--- src/rtl/nb_mult_pkg.sv ---
// rtl/nb_mult_pkg.sv - shared types and elaboration-time helpers for the type-II ONB multiplier
package nb_mult_pkg;

    localparam int MMAX = 32;

    typedef enum logic [1:0] {
        IDLE = 2'd0,
        COMP = 2'd1,
        DONE = 2'd2
    } nb_state_e;

    function automatic int cdiv(input int a, input int b);
        return (a + b - 1) / b;
    endfunction

    // Type-II ONB exists iff p = 2m+1 is prime and 2 has order 2m, or order m with p = 3 mod 4.
    function automatic logic onb2_legal(input int m);
        int   p;
        int   ord;
        int   x;
        logic prime;
        if (m < 2 || m > MMAX) return 1'b0;
        p     = 2 * m + 1;
        prime = 1'b1;
        for (int q = 2; q * q <= p; q++) begin
            if (p % q == 0) prime = 1'b0;
        end
        if (!prime) return 1'b0;
        ord = 1;
        x   = 2;
        while (x != 1) begin
            x   = (x * 2) % p;
            ord = ord + 1;
        end
        return (ord == 2 * m) || ((p % 4 == 3) && (ord == m));
    endfunction

    function automatic logic [MMAX*MMAX-1:0] lambda_mat(input int m);
        logic [MMAX*MMAX-1:0] lam;
        int                   p;
        int                   s;
        int                   df;
        int                   pw [MMAX];
        lam   = '0;
        p     = 2 * m + 1;
        pw[0] = 1;
        for (int i = 1; i < MMAX; i++) pw[i] = (pw[i-1] * 2) % p;
        for (int i = 0; i < m; i++) begin
            for (int j = 0; j < m; j++) begin
                s  = (pw[i] + pw[j]) % p;
                df = (pw[i] - pw[j] + p) % p;
                if (s == 1 || s == p - 1 || df == 1 || df == p - 1) lam[i*MMAX+j] = 1'b1;
            end
        end
        return lam;
    endfunction

endpackage

--- src/rtl/nb_mult_f.sv ---
// rtl/nb_mult_f.sv - combinational Massey-Omura product bit z = sum(lambda_ij a_i b_j)
module nb_mult_f
    import nb_mult_pkg::*;
#(
    parameter int M = 5
) (
    input  logic [M-1:0] a,
    input  logic [M-1:0] b,
    output logic         z
);

    localparam logic [MMAX*MMAX-1:0] LAM = lambda_mat(M);

    always_comb begin
        z = 1'b0;
        for (int i = 0; i < M; i++) begin
            for (int j = 0; j < M; j++) begin
                if (LAM[i*MMAX+j]) z = z ^ (a[i] & b[j]);
            end
        end
    end

endmodule

--- src/rtl/nb_mult_digit.sv ---
// rtl/nb_mult_digit.sv - digit-serial GF(2^M) ONB multiplier; NB_MULT_SQUARE_EN adds one-cycle squaring
module nb_mult_digit
    import nb_mult_pkg::*;
#(
    parameter int M = 5,
    parameter int D = 1
) (
    input  logic         clk,
    input  logic         rst_n,
    input  logic         en,
    input  logic         start,
    input  logic [M-1:0] A,
    input  logic [M-1:0] B,
`ifdef NB_MULT_SQUARE_EN
    input  logic         sq,
`endif
    output logic         busy,
    output logic         done,
    output logic [M-1:0] Z
);

    localparam int KW = $clog2(M + 1);

    if (!onb2_legal(M) || D < 1 || D > M) begin : g_param_check
        $error("nb_mult_digit: no type-II ONB for this M, or D out of range");
    end

    nb_state_e    state_q, state_d;
    logic [KW-1:0] k_q, k_d;
    logic [M-1:0] ra_q, ra_d, rb_q, rb_d;
    logic [M-1:0] acc_q, acc_d;
    logic [M-1:0] z_q, z_d;

    logic [D-1:0] zd;
    logic [M-1:0] zd_ext;
    logic [M-1:0] acc_next;
    logic [M-1:0] ra_rot, rb_rot;
    logic         last_step;

    // Copy d sees the operands advanced by d more positions than the current digit base k.
    for (genvar d = 0; d < D; d++) begin : g_dig
        logic [M-1:0] a_rot, b_rot;
        for (genvar i = 0; i < M; i++) begin : g_bit
            assign a_rot[i] = ra_q[(i + d) % M];
            assign b_rot[i] = rb_q[(i + d) % M];
        end
        nb_mult_f #(.M(M)) u_f (
            .a (a_rot),
            .b (b_rot),
            .z (zd[d])
        );
    end

    for (genvar i = 0; i < M; i++) begin : g_rot
        assign ra_rot[i] = ra_q[(i + D) % M];
        assign rb_rot[i] = rb_q[(i + D) % M];
    end

    // Digit bits past index M-1 fall off the shift, so a short final digit never wraps.
    always_comb begin
        zd_ext         = '0;
        zd_ext[D-1:0]  = zd;
        acc_next       = acc_q | (zd_ext << k_q);
    end

    assign last_step = (int'(k_q) + D >= M);

    always_comb begin
        state_d = state_q;
        k_d     = k_q;
        ra_d    = ra_q;
        rb_d    = rb_q;
        acc_d   = acc_q;
        z_d     = z_q;
        if (en) begin
            case (state_q)
                IDLE: begin
                    if (start) begin
`ifdef NB_MULT_SQUARE_EN
                        if (sq) begin
                            z_d     = {A[M-2:0], A[M-1]};
                            state_d = DONE;
                        end else
`endif
                        begin
                            ra_d    = A;
                            rb_d    = B;
                            k_d     = '0;
                            acc_d   = '0;
                            state_d = COMP;
                        end
                    end
                end
                COMP: begin
                    ra_d = ra_rot;
                    rb_d = rb_rot;
                    if (last_step) begin
                        z_d     = acc_next;
                        k_d     = '0;
                        state_d = DONE;
                    end else begin
                        acc_d = acc_next;
                        k_d   = k_q + KW'(D);
                    end
                end
                DONE:    state_d = IDLE;
                default: state_d = IDLE;
            endcase
        end
    end

    always_ff @(posedge clk or negedge rst_n) begin
        if (!rst_n) begin
            state_q <= IDLE;
            k_q     <= '0;
            ra_q    <= '0;
            rb_q    <= '0;
            acc_q   <= '0;
            z_q     <= '0;
        end else begin
            state_q <= state_d;
            k_q     <= k_d;
            ra_q    <= ra_d;
            rb_q    <= rb_d;
            acc_q   <= acc_d;
            z_q     <= z_d;
        end
    end

    assign busy = (state_q == COMP);
    assign done = (state_q == DONE);
    assign Z    = z_q;

endmodule

--- config.mk ---
export PLATFORM = sky130hd
export DESIGN_NAME = nb_mult_digit
export DESIGN_NICKNAME = d
export VERILOG_FILES = /design/src/rtl/nb_mult_pkg.sv /design/src/rtl/nb_mult_f.sv /design/src/rtl/nb_mult_digit.sv
export SDC_FILE = /design/constraint.sdc
export NUM_CORES = 1
export LEC_CHECK = 0
export BUFFER_PORTS_ARGS = -buffer_cell sky130_fd_sc_hd__buf_4
export CAP_MARGIN = 25
export CORE_AREA = 10 10 68 56
export CTS_CLUSTER_DIAMETER = 80
export DETAILED_ROUTE_END_ITERATION = 7
export DIE_AREA = 0 0 78 66
export GPL_TIMING_DRIVEN = 0
export PLACE_DENSITY = 0.8
export SYNTH_ARGS = -nofsm -noshare
export SYNTH_HDL_FRONTEND = slang
export SYNTH_SLANG_ARGS = --single-unit
--- constraint.sdc ---
create_clock -name clk -period 4.3 [get_ports clk]
set_input_delay 0.43 -clock clk [delete_from_list [all_inputs] [get_ports clk]]
set_output_delay 0.43 -clock clk [all_outputs]
set_load 0.02 [all_outputs]
# ---- After elaboration in Yosys (flattened, before gate mapping)
# Index checks and enable logic that the tools add are counted.
dict set report word_totals {
  ff_bits 25
  input_bits 14
  wordCells 52
}
dict set report classes {
  n_addsub 2
  magnitude_cmp 1
  eq_ne 5
  n_shift 1
  mux 13
  n_bitwise 18
  n_reduce_logical 6
}
# cell count
set op_table {}
lappend op_table {{5-bit case mux with 2 select lines} 3}
lappend op_table {{5-bit 2-to-1 mux} 4}
lappend op_table {{1-bit AND} 9}
lappend op_table {{3-bit AND reduction} 3}
lappend op_table {{1-bit bitwise XOR} 8}
lappend op_table {{3-bit 2-to-1 mux} 2}
lappend op_table {{3-bit case mux with 2 select lines} 1}
lappend op_table {{5-bit bitwise OR} 1}
lappend op_table {{1-bit by 3-bit left shift with 5-bit output} 1}
lappend op_table {{3-bit by 1-bit adder with 4-bit output, second input constant} 1}
lappend op_table {{4-bit by 3-bit greater-or-equal comparator with 1-bit output, second input constant} 1}
lappend op_table {{2-bit 2-to-1 mux} 2}
lappend op_table {{2-bit inequality test, second input constant} 2}
lappend op_table {{2-bit case mux with 2 select lines} 1}
lappend op_table {{4-bit AND reduction} 1}
lappend op_table {{3-bit by 1-bit adder with 3-bit output, second input constant} 1}
lappend op_table {{2-bit by 1-bit == test with 1-bit output, second input constant} 1}
lappend op_table {{2-bit == test, second input constant} 1}
lappend op_table {{2-bit zero test} 1}
lappend op_table {{2-bit by 1-bit inequality test with 1-bit output, second input constant} 1}
lappend op_table {{2-bit nonzero test} 1}

# ---- Longest topological paths before layout
# Gate-level depths: netlist (run 1).
dict set report depth {
  word_depth 13
  mapped_depth 9
}

# ---- By module
# Synthesis (run 1) repeated with hierarchy kept, for this count alone.
dict set report hier_totals {
  cells_unflattened 131
  area_unflattened_um2 1280.0
}
# mod n_inst cells_per_inst area_per_inst_um2 seq_area_each_um2
set by_module_without_submodules {}
lappend by_module_without_submodules {nb_mult_digit 1 116 1173.6 625.6}
lappend by_module_without_submodules {nb_mult_f 1 15 106.4 0.0}

# ---- Worst setup path after synthesis (run 1)
# Ideal clock, no wire load.
dict set report synth_timing {
  path_kind {register -> register}
  startpoint {reg ra_q[3], in the netlist g_dig[0].a_rot[3]}
  endpoint {reg z_q[1], in the netlist Z[1]}
  setup_ns 0.069
  arrival_time_ns 1.939
  setup_slack_ns 2.292
  path_stages_with_launch 9
  path_buffers 2
  period_less_slack_ns 2.008
  path_cell_list {dfrtp_1 -> buf_2 -> nor4bb_1 -> a311oi_1 -> o21ai_0 -> a221o_1 -> buf_6 -> or4_1 -> nand3_1}
}
dict set report synth_between {
  elab_chain_cells 7
  word_cells_on_any_way 8
}
# item line
set synth_lines {}
lappend synth_lines {{start: declaration} nb_mult_digit.sv:30} ;# logic [M-1:0] ra_q, ra_d, rb_q, rb_d;
lappend synth_lines {{start signal: assignment} nb_mult_digit.sv:123} ;# ra_q <= ra_d;
lappend synth_lines {{1-bit AND} nb_mult_f.sv:18} ;# if (LAM[i*MMAX+j]) z = z ^ (a[i] & b[j]);
lappend synth_lines {{1-bit bitwise XOR} nb_mult_f.sv:18}
lappend synth_lines {{1-bit bitwise XOR * (3 in series)} nb_mult_f.sv:18}
lappend synth_lines {{1-bit by 3-bit left shift with 5-bit output *} nb_mult_digit.sv:63} ;# acc_next = acc_q | (zd_ext << k_q);
lappend synth_lines {{5-bit bitwise OR *} nb_mult_digit.sv:63}
lappend synth_lines {{end signal: assignment} nb_mult_digit.sv:126} ;# z_q <= z_d;
lappend synth_lines {{end: declaration} nb_mult_digit.sv:32} ;# logic [M-1:0] z_q, z_d;
# Every way passes the cells marked *; elsewhere a longest branch is shown, timed or not.
# A chain may end at the register's enable or synchronous reset.

# ---- Worst setup path in the final report (run 1)
dict set report layout_timing {
  startpoint {reg state_q[1]}
  endpoint {out busy}
}
dict set report layout_between {
  elab_chain_cells 1
}
# item line
set layout_lines {}
lappend layout_lines {{start: declaration} nb_mult_digit.sv:28} ;# nb_state_e state_q, state_d;
lappend layout_lines {{start signal: assignment} nb_mult_digit.sv:121} ;# state_q <= state_d;
lappend layout_lines {{2-bit by 1-bit == test with 1-bit output} nb_mult_digit.sv:130} ;# assign busy = (state_q == COMP);
lappend layout_lines {{end: declaration} nb_mult_digit.sv:17} ;# output logic busy,
# Every way passes these cells.

==> results.cfg, run 1 <==
[status]
outcome = completed

[floorplan]
dieArea_mm2 = 0.00515
rows = 16
io_pins = 21
core_area_mm2 = 0.00250
die_w_um = 78
initial_core_util = 0.573
fp.dieH_um = 66

[sta]
max_freq_ghz = 0.442
slew_viol_final = 0
finalSetupViolCount = 0
fin_crit_sh = 0.526
tightest_slew_ns = 0.683
setup-tns-final_ns = 0
hold_viol = 0
skew_ns = 0.00589
period_minus_slack_ns = 2.26
slew_headroom = 0.545
grt_setup_unrepaired = false

[route]
drtPass1Iterations = 4
post_drt_via_cell_ratio = 5.67
wl_per_cell_um = 14.5
drc = 0
ant_nets = 0
routed_wl_um = 3180
num_vias = 1241
drt-initial-drc-count = 115

[setup_path]
critPathLaunchType = flop
reg2reg_slack_ns = 2.12
r2r_start = g_dig[0].b_rot[4]$_DFFE_PN0P_
end_kind = output port
cp-endpoint = busy
required_ns = 3.87
crit_start = state_q[1]$_DFFE_PN0P_
path_cells = inv_1 -> nand2_1 -> inv_1 -> clkbuf_1 -> buf_4
critPathMaxFanout = 10
crit_arrival_ns = 1.83
cpPeakStageDelay_ns = 0.54
slowest_stage = clkbuf_1
path_class = reg -> out
cp_common_cell = inv_1
r2r_end = Z[3]$_DFFE_PN0P_
r2r_cells = 8

[power_and_ir_drop]
p_leak_nw = 0.812
powerDensity_mw_per_mm2 = 682
ir_worst_vdd_uv = 428
power_mw = 1.14

[yosys]
netlist_instances = 158
syn_avg_cell_area_um2 = 9.07
syn_area_mm2 = 0.00143
yosys_warnings = 0
ys_types = 34
synthesis.nets = 174
ys.flop_type = dfrtp_1
synth-async-reset-ratio = 1.00
ys_seq_area_frac = 0.437
synth_seq_cells = 25
synth_edf_count = 0

[cells_and_area]
antenna_cells = 0
register_area_um2 = 626
nets = 200
multi_input_area_um2 = 736
fillCellCount = 213
drive_gt1_frac = 0.180
mostFrequentLayoutCells = nand2_1, dfrtp_1, buf_4, o21ai_0, mux2i_1
final_cell_area_mm2 = 0.00167
area_growth_pct = 16.2
final_common_cell = nand2_1
fin_util = 0.666

[clocking]
clkLatencyLatePin_ns = 0.32
numClockSinks = 25
htreeDepth = 1
clk_path_buf_depth = 2
cts_resized = 0
cts_buffers = 3
post_cts_buffers = 0
cts_tree = yes
ctsHoldBuffers = 1
clkTransAtPathRegs_ns = 0.13
root_buffer = clkbuf_4

[global_route]
first_global_vias = 1256
antenna_found_initial = 0
gr-total-overflow = 0
grt_usage = 0.132
grt_max_degree = 26
grt_pass1_wl_um = 5770

[worst_hold_path]
hold_class = in -> reg

[place]
io_buffers = 20
hpwl_um = 2410
gp_congestion = 0.863
placed_cell_area_mm2 = 0.00163

[job]
drv_cap = 0
## where the power goes
part	switching, mW	internal (mW)	leakage, nW
sequential	0.0869	0.326	0.323
clock	0.0720	0.0349	0.0177
combinational	0.356	0.260	0.472
## sequential cells by signal, indices dropped and copies added (netlist names)
name	flops
Z	5
k_q	3
acc_q	5
g_dig.a_rot	5
g_dig.b_rot	5
state_q	2
## worst max-delay path: cells and delay by family, from the launching register on
family,cells,cell delay (ns)
and+or+nand+nor,1,0.09
buffers and inverters,4,1.01
DFF,1,0.42
## cell usage after synthesis (2+ instances only)
cell,count,area share
o21ai_0,17,0.059
or4_1,5,0.026
mux2i_1,17,0.12
inv_1,7,0.018
dfrtp_1,25,0.44
nand3_1,7,0.024
clkbuf_1,4,0.010
nor2b_2,2,0.012
nor3_1,5,0.017
nor2_1,3,0.0079
nand2_1,31,0.081
or3_1,4,0.017
o31ai_1,5,0.026
xor2_1,2,0.012
ha_1,2,0.017
a21oi_1,2,0.0070
buf_2,3,0.010
## through the flow
step	cells	worst slack, ns	hold slack (ns)
2_1_floorplan	158	2.29	0.134
3_3_place_gp	214	2.18	0.342
3_5_place_dp	214	2.15	0.354
4_1_cts	219	2.05	0.308
5_1_grt	219	1.91	0.334
6_report	219	2.04	0.309
## worst min-delay path by stage
stage,end,depth (start not counted),from,slack (ns)
after floorplan,Z[0]$_DFFE_PN0P_,0,rst_n,0.13
after global placement,acc_q[1]$_DFFE_PN0P_,1,rst_n,0.34
after detailed placement,Z[1]$_DFFE_PN0P_,1,rst_n,0.35
after CTS,state_q[1]$_DFFE_PN0P_,2,en,0.31
after global routing,state_q[1]$_DFFE_PN0P_,2,en,0.33
final,state_q[1]$_DFFE_PN0P_,2,en,0.31
## per-layer routing
layer,vias up,GRT usage,share of wire
li1,607,-,-
met1,600,0.167,0.48
met2,30,0.223,0.46
met3,4,0.0367,0.048
met4,0,0.0201,0.0094
met5,-,0,0
## logic make-up after synthesis
| family | synth area share |
|---|---|
| buffers and inverters | 0.0498 |
| muxes | 0.127 |
| xor gates and xnor gates | 0.0183 |
| AOI/OAI and AO/OA | 0.132 |
| and+or+nand+nor | 0.219 |
| adders and majority gates | 0.0175 |
| DFF | 0.437 |
## area by class of cell
class                           count  share of cell area
Multi-Input combinational cell    117               0.442
Sequential cell                    25               0.376
Timing Repair Buffer               21              0.0962
Buffer                              9              0.0270
Tap cell                           36              0.0270
Inverter                            7              0.0158
Clock buffer                        3              0.0135
Clock inverter                      1             0.00301
Power figures use the tool's default switching activity.
==> run 2, diff against run 1 <==
--- a/config.mk
+++ b/config.mk
@@ -5,14 +5,15 @@
 export SDC_FILE = /design/constraint.sdc
 export NUM_CORES = 1
 export LEC_CHECK = 0
+export ABC_AREA = 1
 export BUFFER_PORTS_ARGS = -buffer_cell sky130_fd_sc_hd__buf_4
 export CAP_MARGIN = 25
-export CORE_AREA = 10 10 68 56
+export CORE_AREA = 10 10 72 59
 export CTS_CLUSTER_DIAMETER = 80
 export DETAILED_ROUTE_END_ITERATION = 7
-export DIE_AREA = 0 0 78 66
+export DIE_AREA = 0 0 82 69
 export GPL_TIMING_DRIVEN = 0
-export PLACE_DENSITY = 0.8
+export PLACE_DENSITY = 0.73
 export SYNTH_ARGS = -nofsm -noshare
 export SYNTH_HDL_FRONTEND = slang
 export SYNTH_SLANG_ARGS = --single-unit
==> constraint.sdc (replaced) <==
create_clock -name clk -period 1.9 [get_ports clk]
set_input_delay 0.19 -clock clk [delete_from_list [all_inputs] [get_ports clk]]
set_output_delay 0.19 -clock clk [all_outputs]
set_load 0.02 [all_outputs]
==> results.cfg, run 2 <==
[clocking]
clkTransAtPathRegs_ns = 0.09
cts_buffers = 3
root_buffer = clkbuf_8
clkLatencyLatePin_ns = 0.27
htreeDepth = 1
cts_tree = yes
clk_path_buf_depth = 2
numClockSinks = 25

[power_and_ir_drop]
p_int_mw = 1.57
ir_worst_vdd_uv = 1090
switchingPower_mw = 1.48
swShare = 0.484
powerDensity_mw_per_mm2 = 1810
p_clk_frac = 0.103
power_mw = 3.05
p_leak_nw = 0.904
combPwrFrac = 0.579
power_frac_seq = 0.318

[route]
drc = 0
drtPass1Iterations = 5
ant_nets = 0
drt-initial-drc-count = 99
post_drt_via_cell_ratio = 5.16
num_vias = 1284
routed_wl_um = 3300
wl_per_cell_um = 13.2

[global_route]
gr-total-overflow = 0
grt_max_degree = 26
grt_usage = 0.118
antenna_found_initial = 0
first_global_vias = 1288
grt_pass1_wl_um = 5600

[setup_path]
crit_family = compound AO/OA/AOI/OAI gates
crit_arrival_ns = 1.98
r2r_end = acc_q[0]$_DFFE_PN0P_
reg2reg_slack_ns = 0.13
r2r_cells = 9
critPathMaxFanout = 7
path_class = reg -> reg
end_kind = flop
cpPeakStageDelay_ns = 0.44
path_cells = inv_1 -> ha_1 -> a21oi_1 -> o21ai_2 -> inv_2 -> o21ai_2 -> inv_2 -> o21ai_0 -> a21boi_2
crit_buf_inv = 3
r2r_start = k_q[1]$_DFFE_PN0P_
required_ns = 2.10
critPathLaunchType = flop
slowest_stage = dfrtp_1

[yosys]
synth_seq_cells = 25
netlist_instances = 182
synth_area_leaders = dfrtp_1, nand2_1, a21oi_1, inv_1, a22oi_1
yosysTopAreaCell = dfrtp_1
synth-async-reset-ratio = 1.00
syn_avg_cell_area_um2 = 7.65
ys_types = 24
yosys-top-cells-count = nand2_1, dfrtp_1, inv_1, a21oi_1, nor2_1
ys_seq_area_frac = 0.449
synthesis.nets = 198
yosys_warnings = 0
syn_area_mm2 = 0.00139
yosysMostFrequentCell = nand2_1
synth_edf_count = 0
yosys.area.top_type_share = 0.449
ys.flop_type = dfrtp_1

[cells_and_area]
mostFrequentLayoutCells = nand2_1, dfrtp_1, buf_4, inv_1, a21oi_1
final_common_cell = nand2_1
nets = 228
drive_gt1_frac = 0.251
area_growth_pct = 20.8
fillCellCount = 263
fin_util = 0.590
antenna_cells = 0
final_cell_area_mm2 = 0.00168

[place]
placed_cell_area_mm2 = 0.00159
hpwl_um = 2490
gp_congestion = 0.844
io_buffers = 20
dpl_worst_slack_ns = 0.140

[worst_hold_path]
hold_end = state_q[1]$_DFFE_PN0P_
hold_class = in -> reg
worstHoldStart = en
holdPathStages = 2

[floorplan]
io_pins = 21
core_area_mm2 = 0.00285
die_w_um = 82
dieArea_mm2 = 0.00566
fp.dieH_um = 69
initial_core_util = 0.489
rows = 17

[sta]
finalSetupViolCount = 0
slew_headroom = 0.676
hold_viol = 0
max_freq_ghz = 0.564
period_minus_slack_ns = 1.77
tightest_slew_ns = 0.486
setup_slack_ns = 0.127
fin_worst_hold_slack_ns = 0.130
fin_crit_sh = 0.933
skew_ns = 0.00505
slew_viol_final = 0

[job]
drv_cap = 0

[status]
outcome = completed
## run 2: final cells by class
| type | instances | area (µm²) | area share |
|---|---|---|---|
| Tap cell | 38 | 47.5 | 0.0283 |
| Buffer | 3 | 12.5 | 0.00744 |
| Multi-Input combinational cell | 128 | 662 | 0.394 |
| Sequential cell | 25 | 627 | 0.373 |
| Inverter | 26 | 97.6 | 0.0580 |
| Clock buffer | 4 | 45.0 | 0.0268 |
| Timing Repair Buffer | 25 | 190 | 0.113 |
## run 2: worst max path at each step
stage | start | end | slack, ns | cells after the start
final | k_q[1]$_DFFE_PN0P_ | acc_q[0]$_DFFE_PN0P_ | 0.13 | 9
after global routing | k_q[1]$_DFFE_PN0P_ | acc_q[0]$_DFFE_PN0P_ | -0.04 | 9
after detailed placement | k_q[0]$_DFFE_PN0P_ | acc_q[4]$_DFFE_PN0P_ | 0.14 | 9
after CTS | state_q[0]$_DFFE_PN0P_ | busy | 0.09 | 4
after global placement | k_q[0]$_DFFE_PN0P_ | acc_q[4]$_DFFE_PN0P_ | 0.22 | 9
after floorplan | k_q[0]$_DFFE_PN0P_ | acc_q[0]$_DFFE_PN0P_ | 0.37 | 9
## run 2: power by group through the flow
stage	Combinational, mW	Sequential [mW]	Clock (mW)
2_1_floorplan	1.23	0.982	0
3_3_place_gp	1.61	0.973	0
3_5_place_dp	1.68	0.979	0
4_1_cts	1.69	0.969	0.315
5_1_grt	2.01	1.01	0.334
6_report	1.77	0.971	0.314
## run 2: cells by family after synthesis
logic type,share of synthesized area
AO/OA/AOI/OAI,0.164
adder cells (fa/ha/maj),0.0180
buffers and inverters,0.0782
flip-flops,0.449
AND/OR/NAND/NOR,0.290
## run 2: routing by layer
layer,wire [µm],track usage,share of wire,vias to the layer above
met5,0,0,0,-
met4,18,0.0262,0.0055,0
met3,202,0.0401,0.061,4
met1,1580,0.163,0.48,603
met2,1500,0.170,0.45,35
li1,-,-,-,642
## run 2: timing repair
item / in CTS / in global routing
hold endpoints to repair: 25 / 0
buffers inserted: 0 / 4
gates resized for setup: 0 / 5
hold buffers: 1 / 0
setup endpoints to repair: 0 / 3
## run 2: per-stage QoR
stage                     instances  setup TNS (ns)
after CTS                       245               0
after floorplan                 182               0
final                           249               0
after detailed placement        240               0
after global routing            249         -0.0422
after global placement          240               0
==> run 3, diff against run 2 <==
--- a/config.mk
+++ b/config.mk
@@ -8,12 +8,14 @@
 export ABC_AREA = 1
 export BUFFER_PORTS_ARGS = -buffer_cell sky130_fd_sc_hd__buf_4
 export CAP_MARGIN = 25
-export CORE_AREA = 10 10 72 59
+export CELL_PAD_IN_SITES_DETAIL_PLACEMENT = 2
+export CELL_PAD_IN_SITES_GLOBAL_PLACEMENT = 2
+export CORE_AREA = 10 10 92 74
 export CTS_CLUSTER_DIAMETER = 80
 export DETAILED_ROUTE_END_ITERATION = 7
-export DIE_AREA = 0 0 82 69
+export DIE_AREA = 0 0 102 84
 export GPL_TIMING_DRIVEN = 0
-export PLACE_DENSITY = 0.73
+export PLACE_DENSITY_LB_ADDON = 0.1
 export SYNTH_ARGS = -nofsm -noshare
 export SYNTH_HDL_FRONTEND = slang
 export SYNTH_SLANG_ARGS = --single-unit
==> results.cfg, run 3 (same netlist as run 2, synthesis figures left out) <==
[clocking]
clkLatencyLatePin_ns = 0.28
numClockSinks = 25
cts_buffers = 3
htreeDepth = 1
clk_path_buf_depth = 2
root_buffer = clkbuf_8
clkTransAtPathRegs_ns = 0.10
cts_tree = yes

[setup_path]
end_kind = flop
required_ns = 2.03
crit_arrival_ns = 1.86
path_class = reg -> reg
critPathLaunchType = flop
critPathMaxFanout = 10

[global_route]
grt_usage = 0.105
gr-total-overflow = 0
grt_max_degree = 26
busiest_layer = met2
grt_use_met3 = 0.0323
first_global_vias = 1419
antenna_found_initial = 0
use_met1 = 0.141
grt_pass1_wl_um = 7220
use_met2 = 0.163

[power_and_ir_drop]
power_frac_seq = 0.313
p_leak_nw = 0.899
ir_worst_vdd_uv = 445
p_int_mw = 1.58
p_clk_frac = 0.104
switchingPower_mw = 1.62
power_mw = 3.19
powerDensity_mw_per_mm2 = 1850
combPwrFrac = 0.584
swShare = 0.506

[route]
drc = 0
drt-initial-drc-count = 43
num_vias = 1327
wl_per_cell_um = 16.0
post_drt_via_cell_ratio = 4.88
drtPass1Iterations = 4
routed_wl_um = 4350
ant_nets = 0

[status]
outcome = completed

[worst_hold_path]
hold_class = in -> reg

[place]
io_buffers = 20
hpwl_um = 3440
gp_congestion = 0.822
dpl_worst_slack_ns = 0.0634
dpl.cell_count = 264

[sta]
hold_viol = 0
tightest_slew_ns = 0.540
period_minus_slack_ns = 1.73
skew_ns = 0.00936
setup_slack_ns = 0.172
setup-tns-final_ns = 0
slew_headroom = 0.640
grt_setup_unrepaired = false
slew_viol_final = 0
fin_crit_sh = 0.910
finalSetupViolCount = 0
max_freq_ghz = 0.579

[cells_and_area]
fin_util = 0.337
fillCellCount = 603
register_area_um2 = 628
final_cells = 272
area_growth_pct = 24.1
multi_input_area_um2 = 681
nets = 227
mostFrequentLayoutCells = nand2_1, dfrtp_1, buf_4, inv_1, a21oi_1
final_common_cell = nand2_1
drive_gt1_frac = 0.267
antenna_cells = 0

[floorplan]
core_area_mm2 = 0.00512
dieArea_mm2 = 0.00857
rows = 23
io_pins = 21
die_w_um = 102
fp.dieH_um = 84
initial_core_util = 0.272

[job]
drv_cap = 0
-- run 3: changes by cell type in the layout (fill, tap and decap cells not counted) --
cell	before	now
a21oi_1	15	14
a21oi_2	0	1
buf_4	24	23
clkbuf_1	3	2
clkinvlp_4	0	1
dfrtp_1	24	23
dfrtp_2	1	2
inv_1	19	18
inv_2	7	8
o21ai_2	2	0
o21ai_4	0	2
-- run 3: power groups by stage --
stage	clock network, mW	registers, mW	logic [mW]
6_report	0.331	0.998	1.86
5_1_grt	0.371	1.04	2.12
2_1_floorplan	0	0.982	1.23
4_1_cts	0.354	0.998	1.81
3_3_place_gp	0	0.991	1.70
3_5_place_dp	0	1.01	1.79
-- run 3: area by class of cell --
| class | instances | share of cell area |
|---|---|---|
| inverters | 26 | 0.0565 |
| clock inverters | 1 | 0.00434 |
| flip-flops and latches | 25 | 0.364 |
| repair buffers | 24 | 0.106 |
| multi-input cells | 128 | 0.394 |
| well taps | 62 | 0.0449 |
| clock buffers | 3 | 0.0239 |
| plain buffers | 3 | 0.00724 |
-- run 3: critical path, stage by stage (launching register included) --
cell,delay [ns]
dfrtp_1,0.42
o21a_1,0.19
nand2_1,0.33
clkbuf_1,0.46
a22oi_1,0.18
-- run 3: timing repair --
item	4_1_cts	5_1_grt
hold endpoints to repair	25	0
pin swaps	0	1
resized for setup	1	8
setup buffers	0	3
setup endpoints to repair	1	8
hold buffers	1	0
-- run 3: metal layers --
layer  vias to the layer above  wire (µm)
met1                       658       2150
li1                        641          -
met3                         4        178
met4                         0         23
met2                        24       2000
met5                         -          0
-- run 3: final timing paths --
check                      slack [ns]  cells past startpoint                    from                       endpoint
max in group asynchronous        1.26                      2                   rst_n             k_q[0]$_DFFE_PN0P_
max                              0.17                      4  state_q[0]$_DFFE_PN0P_  g_dig[0].a_rot[1]$_DFFE_PN0P_
min in group asynchronous        0.35                      2                   rst_n  g_dig[0].a_rot[2]$_DFFE_PN0P_
min                              0.12                      2                      en         state_q[1]$_DFFE_PN0P_
max reg2reg                      0.17                      4  state_q[0]$_DFFE_PN0P_  g_dig[0].a_rot[1]$_DFFE_PN0P_
min reg2reg                      0.49                      2    acc_q[2]$_DFFE_PN0P_           acc_q[2]$_DFFE_PN0P_
-- run 3: metrics by stage --
| stage | hold WS (ns) | instance area (µm²) |
|---|---|---|
| floorplan | -0.106 | 1390 |
| global placement | 0.124 | 1620 |
| detailed placement | 0.127 | 1620 |
| CTS | 0.105 | 1680 |
| global route | 0.128 | 1730 |
| finish | 0.117 | 1730 |
